<file path="src/rtl/fifo_word_unpacker.sv">
// Read-side FIFO controller: drains a programmed burst of words and
// streams each word out as ELEM_W-bit elements, LS element first.
module fifo_word_unpacker #(
   parameter int WORD_W = 32,
   parameter int ELEM_W = 8,
   parameter int LEN_W  = 8
) (
   input  logic              Clk,
   input  logic              Rst,
   input  logic              start,
   input  logic [LEN_W-1:0]  len,
   input  logic              fifo_empty,
   input  logic [WORD_W-1:0] fifo_data,
   output logic              fifo_rd,
   output logic [ELEM_W-1:0] out_data,
   output logic              out_valid,
   input  logic              out_ready,
   output logic              out_last,
   output logic              busy,
   output logic              done
);

   localparam int ELEMS = WORD_W / ELEM_W;
   localparam int IDX_W = (ELEMS > 1) ? $clog2(ELEMS) : 1;

   typedef enum logic [2:0] {
      S_IDLE,
      S_REQ,
      S_WAIT,
      S_EMIT,
      S_DONE
   } state_t;

   state_t             r_state;
   state_t             w_next;
   logic [LEN_W-1:0]   r_words_left;
   logic [WORD_W-1:0]  r_shreg;
   logic [IDX_W-1:0]   r_idx;
   logic               r_zdone;
   logic               w_last_elem;
   logic               w_zero_cmd;

   assign w_last_elem = (r_idx == IDX_W'(ELEMS - 1));
   assign w_zero_cmd  = (r_state == S_IDLE) & start & (len == '0);

   always_ff @(posedge Clk) begin
      if (Rst) begin
         r_state      <= S_IDLE;
         r_words_left <= '0;
         r_shreg      <= '0;
         r_idx        <= '0;
         r_zdone      <= 1'b0;
      end else begin
         r_state <= w_next;
         // Zero-length command finishes without leaving IDLE
         r_zdone <= w_zero_cmd;
         unique case (r_state)
            S_IDLE: begin
               if (start && len != '0)
                  r_words_left <= len;
            end
            S_WAIT: begin
               r_shreg      <= fifo_data;
               r_words_left <= r_words_left - LEN_W'(1);
               r_idx        <= '0;
            end
            S_EMIT: begin
               if (out_ready) begin
                  r_shreg <= r_shreg >> ELEM_W;
                  r_idx   <= r_idx + IDX_W'(1);
               end
            end
            default: ;
         endcase
      end
   end

   always_comb begin
      w_next    = r_state;
      fifo_rd   = 1'b0;
      out_valid = 1'b0;
      busy      = 1'b0;
      done      = r_zdone;
      unique case (r_state)
         S_IDLE: begin
            if (start && len != '0)
               w_next = S_REQ;
         end
         S_REQ: begin
            busy    = 1'b1;
            fifo_rd = ~fifo_empty;
            if (!fifo_empty)
               w_next = S_WAIT;
         end
         S_WAIT: begin
            busy   = 1'b1;
            w_next = S_EMIT;
         end
         S_EMIT: begin
            busy      = 1'b1;
            out_valid = 1'b1;
            if (out_ready && w_last_elem)
               w_next = (r_words_left != '0) ? S_REQ : S_DONE;
         end
         S_DONE: begin
            done   = 1'b1;
            w_next = S_IDLE;
         end
         default: w_next = S_IDLE;
      endcase
   end

   assign out_data = r_shreg[ELEM_W-1:0];
   assign out_last = (r_state == S_EMIT) & w_last_elem &
                     (r_words_left == '0);

endmodule
</file>
<file path="config.mk">
export PLATFORM = sky130hd
export DESIGN_NAME = fifo_word_unpacker
export DESIGN_NICKNAME = d
export VERILOG_FILES = /design/src/rtl/fifo_word_unpacker.sv
export SDC_FILE = /design/constraint.sdc
export NUM_CORES = 1
export LEC_CHECK = 0
export ABC_AREA = 1
export ABC_CLOCK_PERIOD_IN_PS = 2700
export BUFFER_PORTS_ARGS = -buffer_cell sky130_fd_sc_hd__buf_2
export CORE_MARGIN = 2
export CORE_UTILIZATION = 30
export CTS_BUF_LIST = sky130_fd_sc_hd__clkbuf_16
export DETAILED_ROUTE_END_ITERATION = 12
export PLACE_DENSITY = 0.6
export SKIP_LAST_GASP = 1
export SLEW_MARGIN = 20
export SYNTH_ARGS = -nofsm -noshare
export SYNTH_HDL_FRONTEND = slang
export SYNTH_SLANG_ARGS = --single-unit
</file>
<file path="constraint.sdc">
create_clock -name Clk -period 2.7 [get_ports Clk]
set_input_delay 0.81 -clock Clk [delete_from_list [all_inputs] [get_ports Clk]]
set_output_delay 0.81 -clock Clk [all_outputs]
set_load 0.05 [all_outputs]
</file>
# ---- After elaboration in Yosys (flattened, before gate mapping)
# Index checks and enable logic that the tools add are counted.
dict set report totals {
  regBits 46
  input_bits 45
  output_inout_bits 13
}
dict set report op_classes {
  addsub 2
  eq_ne 9
  muxes 15
  bitwise_logic 5
  n_reduce_logical 13
}
# operator count
set op_table {}
lappend op_table {{$pmux 32 s2} 1}
lappend op_table {{$mux 32} 1}
lappend op_table {{$logic_not 8->1} 2}
lappend op_table {{$pmux 8 s2} 1}
lappend op_table {{$reduce_bool 8->1} 2}
lappend op_table {{$mux 3} 4}
lappend op_table {{$pmux 3 s4} 1}
lappend op_table {{$mux 8} 1}
lappend op_table {{$sub 8x1->8 const B} 1}
lappend op_table {{$eq 3x2->1 const B} 2}
lappend op_table {{$ne 2x2->1 const B} 3}
lappend op_table {{$and 1x1->1} 4}
lappend op_table {{$mux 1} 4}
lappend op_table {{$pmux 2 s2} 1}
lappend op_table {{$reduce_and 2->1} 2}
lappend op_table {{$reduce_bool 2->1} 2}
lappend op_table {{$eq 3x1->1 const B} 1}
lappend op_table {{$eq 3x3->1 const B} 1}
lappend op_table {{$logic_not 3->1} 1}
lappend op_table {{$reduce_and 3->1} 1}
lappend op_table {{$reduce_or 3->1} 1}
lappend op_table {{$add 2x1->2 const B} 1}
lappend op_table {{$eq 2x2->1 const B} 1}
lappend op_table {{$logic_and 1x1->1} 2}
lappend op_table {{3 further kinds} 3}

# ---- Logic depth before layout (Yosys ltp)
dict set report depth {
  depth_word 4
  ltp_mapped 11
}

# ---- Worst setup path before layout
# No wires, ideal clock.
dict set report synth_timing {
  path_type {flip-flop to output port}
  from {reg r_state[0]}
  to {out out_last}
  arrival_time_ps 1631
  t_required_ps 1890
  setup_slack_ps 259
  stages_incl_launch_ff 6
  n_path_buf 1
  cell_sequence {dfxtp_1 > buf_2 > nand3_4 > inv_2 > nand2_1 > nor2_1}
}
dict set report synth_between {
  elab_chain_len 3
}
# element line
set synth_rtl {}
lappend synth_rtl {{start, declared} 34} ;# state_t r_state;
lappend synth_rtl {{start signal, assigned} 54} ;# r_state <= w_next;
lappend synth_rtl {{$eq 3x2->1} 114} ;# assign out_last = (r_state == S_EMIT) & w_last_elem &
lappend synth_rtl {{$and 1x1->1 (2 in a row)} 114}
lappend synth_rtl {{end, declared} 18} ;# output logic out_last,
# Every way passes these cells.

# ---- Final worst setup path
dict set report layout_timing {
  from {reg r_words_left[0]}
  to {out out_last}
}
dict set report layout_between {
  elab_chain_len 2
}
# element line
set layout_rtl {}
lappend layout_rtl {{start, declared} 36} ;# logic [LEN_W-1:0] r_words_left;
lappend layout_rtl {{start signal, assigned} 60} ;# r_words_left <= len;
lappend layout_rtl {{start signal, assigned} 64} ;# r_words_left <= r_words_left - LEN_W'(1);
lappend layout_rtl {{$logic_not 8->1} 115} ;# (r_words_left == '0);
lappend layout_rtl {{$and 1x1->1} 114}
# Every way passes these cells.

==> metrics.cfg <==
[die]
fp.dieH_um=93.2
die_x_um=93.2
floorplan.core_area_um2=7730
rows=32
die-area_um2=8690
initial_utilization_pct=30.9
ios=58

[power]
total_leakage_power_nw=1.53
p_total_mw=2.76
worst_vdd_ir_mv=0.329
power_density_over_the_cells_nw_per_um2=970

[timing]
clock.fmax_mhz=408
fin_setup_tns_ps=0
period_share_pct=90.8
skew_ps=5.37
worst_slew_pin_slew_ps=603
finalHoldViolCount=0
timing.final.setup_violations=0
min_cycle_time_layout_ps=2450
setup_ws_ps=250
rsz_0062_raised_after_global_routing=false
slew_headroom_pct=59.7
slew_violations=0

[layout]
syn_to_final_growth_pct=19.1
num-nets-final=460
fillCellCount=836
layout.area.seq_um2=921
layout-drive-gt1-share_pct=18.4
multi_input_area_um2=1130
final_core_utilization_pct=36.8
stdcell_count=515
diodes=0

[worst_setup_path]
required_ps=1890
crit_path_end_kind=output pin
critical_path.max_fanout=5
worst-setup-path-type=register to output pin
critical-path-slowest-cell=sky130_fd_sc_hd__dfxtp_1
critical_path_buf_inv_count=2
arrival_time_worst_endpoint_ps=1640
stage_delay_of_the_slowest_cell_on_the_critical_path_ps=320
crit_path_frequent_cell=sky130_fd_sc_hd__nor2_1
critical-path-top-delay-family=simple AND/OR/NAND/NOR gates
setup.worst_path.start_class=register
critical_path.cell_chain=inv_1 > ha_1 > nand3_1 > nor2_1 > nand2_1 > nor2_1 > buf_2

[grt]
via_count_of_the_first_global_routing_pass=2042
wire_length_of_the_first_global_routing_pass_um=9270
track_usage_pct=13.2
antenna_violations_before_repair=0
grt_start_max_net_pins=36
grt.overflow.total=0

[clocking]
clk_transition_reported_paths_ps=60
post_cts_setup_driven_buffer_insertion_count=0
numClockSinks=46
worstSkewPairLatency_ps=280
htree_depth=2
cts_tree=done
cts-root-to-sink-buffers=2
cts.root.buffer_cell=sky130_fd_sc_hd__clkbuf_16
post_cts.resized_instances=0
cts_hold_buffers=0
cts_buffers=5

[hold_path]
holdCritPathClass=register to register

[place]
place_ws_ps=556
number_of_placed_instances_taps_included=507
gp_routability_congestion=0.825
count_of_buffers_from_port_buffering=57
detailedPlacementHpwl_um=4010

[flow_run]
max_cap_viol_count=0

[drt]
drc=0
drt-vias-per-instance=4.37
drt_wl_total_um=5440
avgRoutedWirePerCell_um=10.6
ant_nets=0
num_vias=2251
dr.pass1.iters=4
drc_violation_total_after_the_first_tritonroute_iteration=118

[synth]
dominantRegCellSynth=sky130_fd_sc_hd__dfxtp_1
syn-mean-instance-area_um2=6.47
synthTopCellsByCount=sky130_fd_sc_hd__nand2_1, sky130_fd_sc_hd__inv_1, sky130_fd_sc_hd__dfxtp_1
synth_top_cells_by_area=sky130_fd_sc_hd__dfxtp_1, sky130_fd_sc_hd__nand2_1, sky130_fd_sc_hd__nand3_1
synth-warning-count=0
post_synthesis_register_bit_count=46
synth.distinct_cells=25
syn-instance-count=369
async_flop_share_pct=0
synthDominantAreaCellType=sky130_fd_sc_hd__dfxtp_1
synthMostInstantiatedCell=sky130_fd_sc_hd__nand2_1
synth_seq_area_share_pct=38.6
synth_area_um2=2390
yosysTopAreaCellShare_pct=38.6
synth_enable_flop_cells=0
synth_fp_nets=417

[status]
run_status=complete, no violations

==> flip-flops by register name, indices dropped and copies added (netlist names) <==
register	cells
r_state	3
r_idx	2
r_zdone	1
r_shreg	32
r_words_left	8
==> layout by cell type, fill, tap and decap left out <==
cell | netlist | layout
sky130_fd_sc_hd__a21oi_1 | 22 | 22
sky130_fd_sc_hd__nand2_2 | 3 | 3
sky130_fd_sc_hd__nand3_1 | 36 | 36
sky130_fd_sc_hd__o21bai_1 | 1 | 1
sky130_fd_sc_hd__buf_4 | 8 | 2
sky130_fd_sc_hd__o21ai_1 | 1 | 1
sky130_fd_sc_hd__dfxtp_1 | 46 | 46
sky130_fd_sc_hd__nor2_8 | 1 | 1
sky130_fd_sc_hd__mux2i_1 | 5 | 5
sky130_fd_sc_hd__o21ai_0 | 15 | 15
sky130_fd_sc_hd__nor2_1 | 30 | 30
sky130_fd_sc_hd__nand3_4 | 1 | 1
sky130_fd_sc_hd__nor3_1 | 1 | 1
sky130_fd_sc_hd__bufinv_16 | 0 | 1
sky130_fd_sc_hd__nand4_1 | 1 | 1
sky130_fd_sc_hd__nor4_1 | 1 | 1
sky130_fd_sc_hd__nand2_1 | 125 | 125
sky130_fd_sc_hd__inv_1 | 48 | 49
sky130_fd_sc_hd__o22ai_1 | 1 | 1
sky130_fd_sc_hd__clkbuf_16 | 0 | 5
sky130_fd_sc_hd__ha_1 | 3 | 3
sky130_fd_sc_hd__nor2_2 | 1 | 1
sky130_fd_sc_hd__inv_2 | 4 | 4
sky130_fd_sc_hd__buf_2 | 6 | 57
sky130_fd_sc_hd__clkinvlp_4 | 0 | 1
==> cells by family (layout without fill, tap and decap cells) <==
logic type,after synthesis,after routing,synth area share [%]
buf+inv,75,119,14.0
fa+ha+maj,3,3,1.57
flops,46,46,38.6
compound gates,40,40,8.54
simple gates,200,200,35.3
mux,5,5,2.10
==> routing by layer <==
metal | up-vias | GRT usage [%] | part of all wire [%]
met5 | - | 0 | 0
met1 | 977 | 17.5 | 48
met2 | 48 | 21.0 | 46
li1 | 1218 | - | -
met4 | 0 | 5.02 | 2.0
met3 | 8 | 2.98 | 4.4
==> power breakdown <==
part	switching, mW	total, mW	internal, mW
registers	0.119	0.965	0.846
logic	0.756	1.11	0.352
clock network	0.253	0.687	0.433
==> area by class of cell <==
type / count / share of cell area [%]
timing repair buffer: 59 / 10.6
clock inverter: 3 / 1.45
tap: 102 / 4.49
sequential: 46 / 32.4
inverter: 52 / 6.86
clock buffer: 5 / 4.40
multi-input combinational: 248 / 39.9
==> tightest hold or removal path, stage by stage (launching register included) <==
cell	delay (ps)
sky130_fd_sc_hd__dfxtp_1	310
sky130_fd_sc_hd__nand2_1	60
sky130_fd_sc_hd__a21oi_1	50
==> worst paths after layout <==
path / slack [ps] / end / start / cells past startpoint
setup / recovery: 250 / out_last / r_words_left[0] / 7
hold / removal: 460 / r_shreg[31] / r_shreg[31] / 2
setup reg to reg: 880 / r_shreg[7] / r_state[0] / 8
hold reg to reg: 460 / r_shreg[31] / r_shreg[31] / 2
==> stage by stage <==
| stage | instance area (um^2) | hold slack (ps) |
|---|---|---|
| floorplan | 2390 | 438 |
| detailed placement | 2680 | 456 |
| global route | 2840 | 481 |
| CTS | 2840 | 464 |
| global placement | 2680 | 451 |
| finish | 2840 | 461 |
Note: power is estimated with default switching activity, not from simulation.
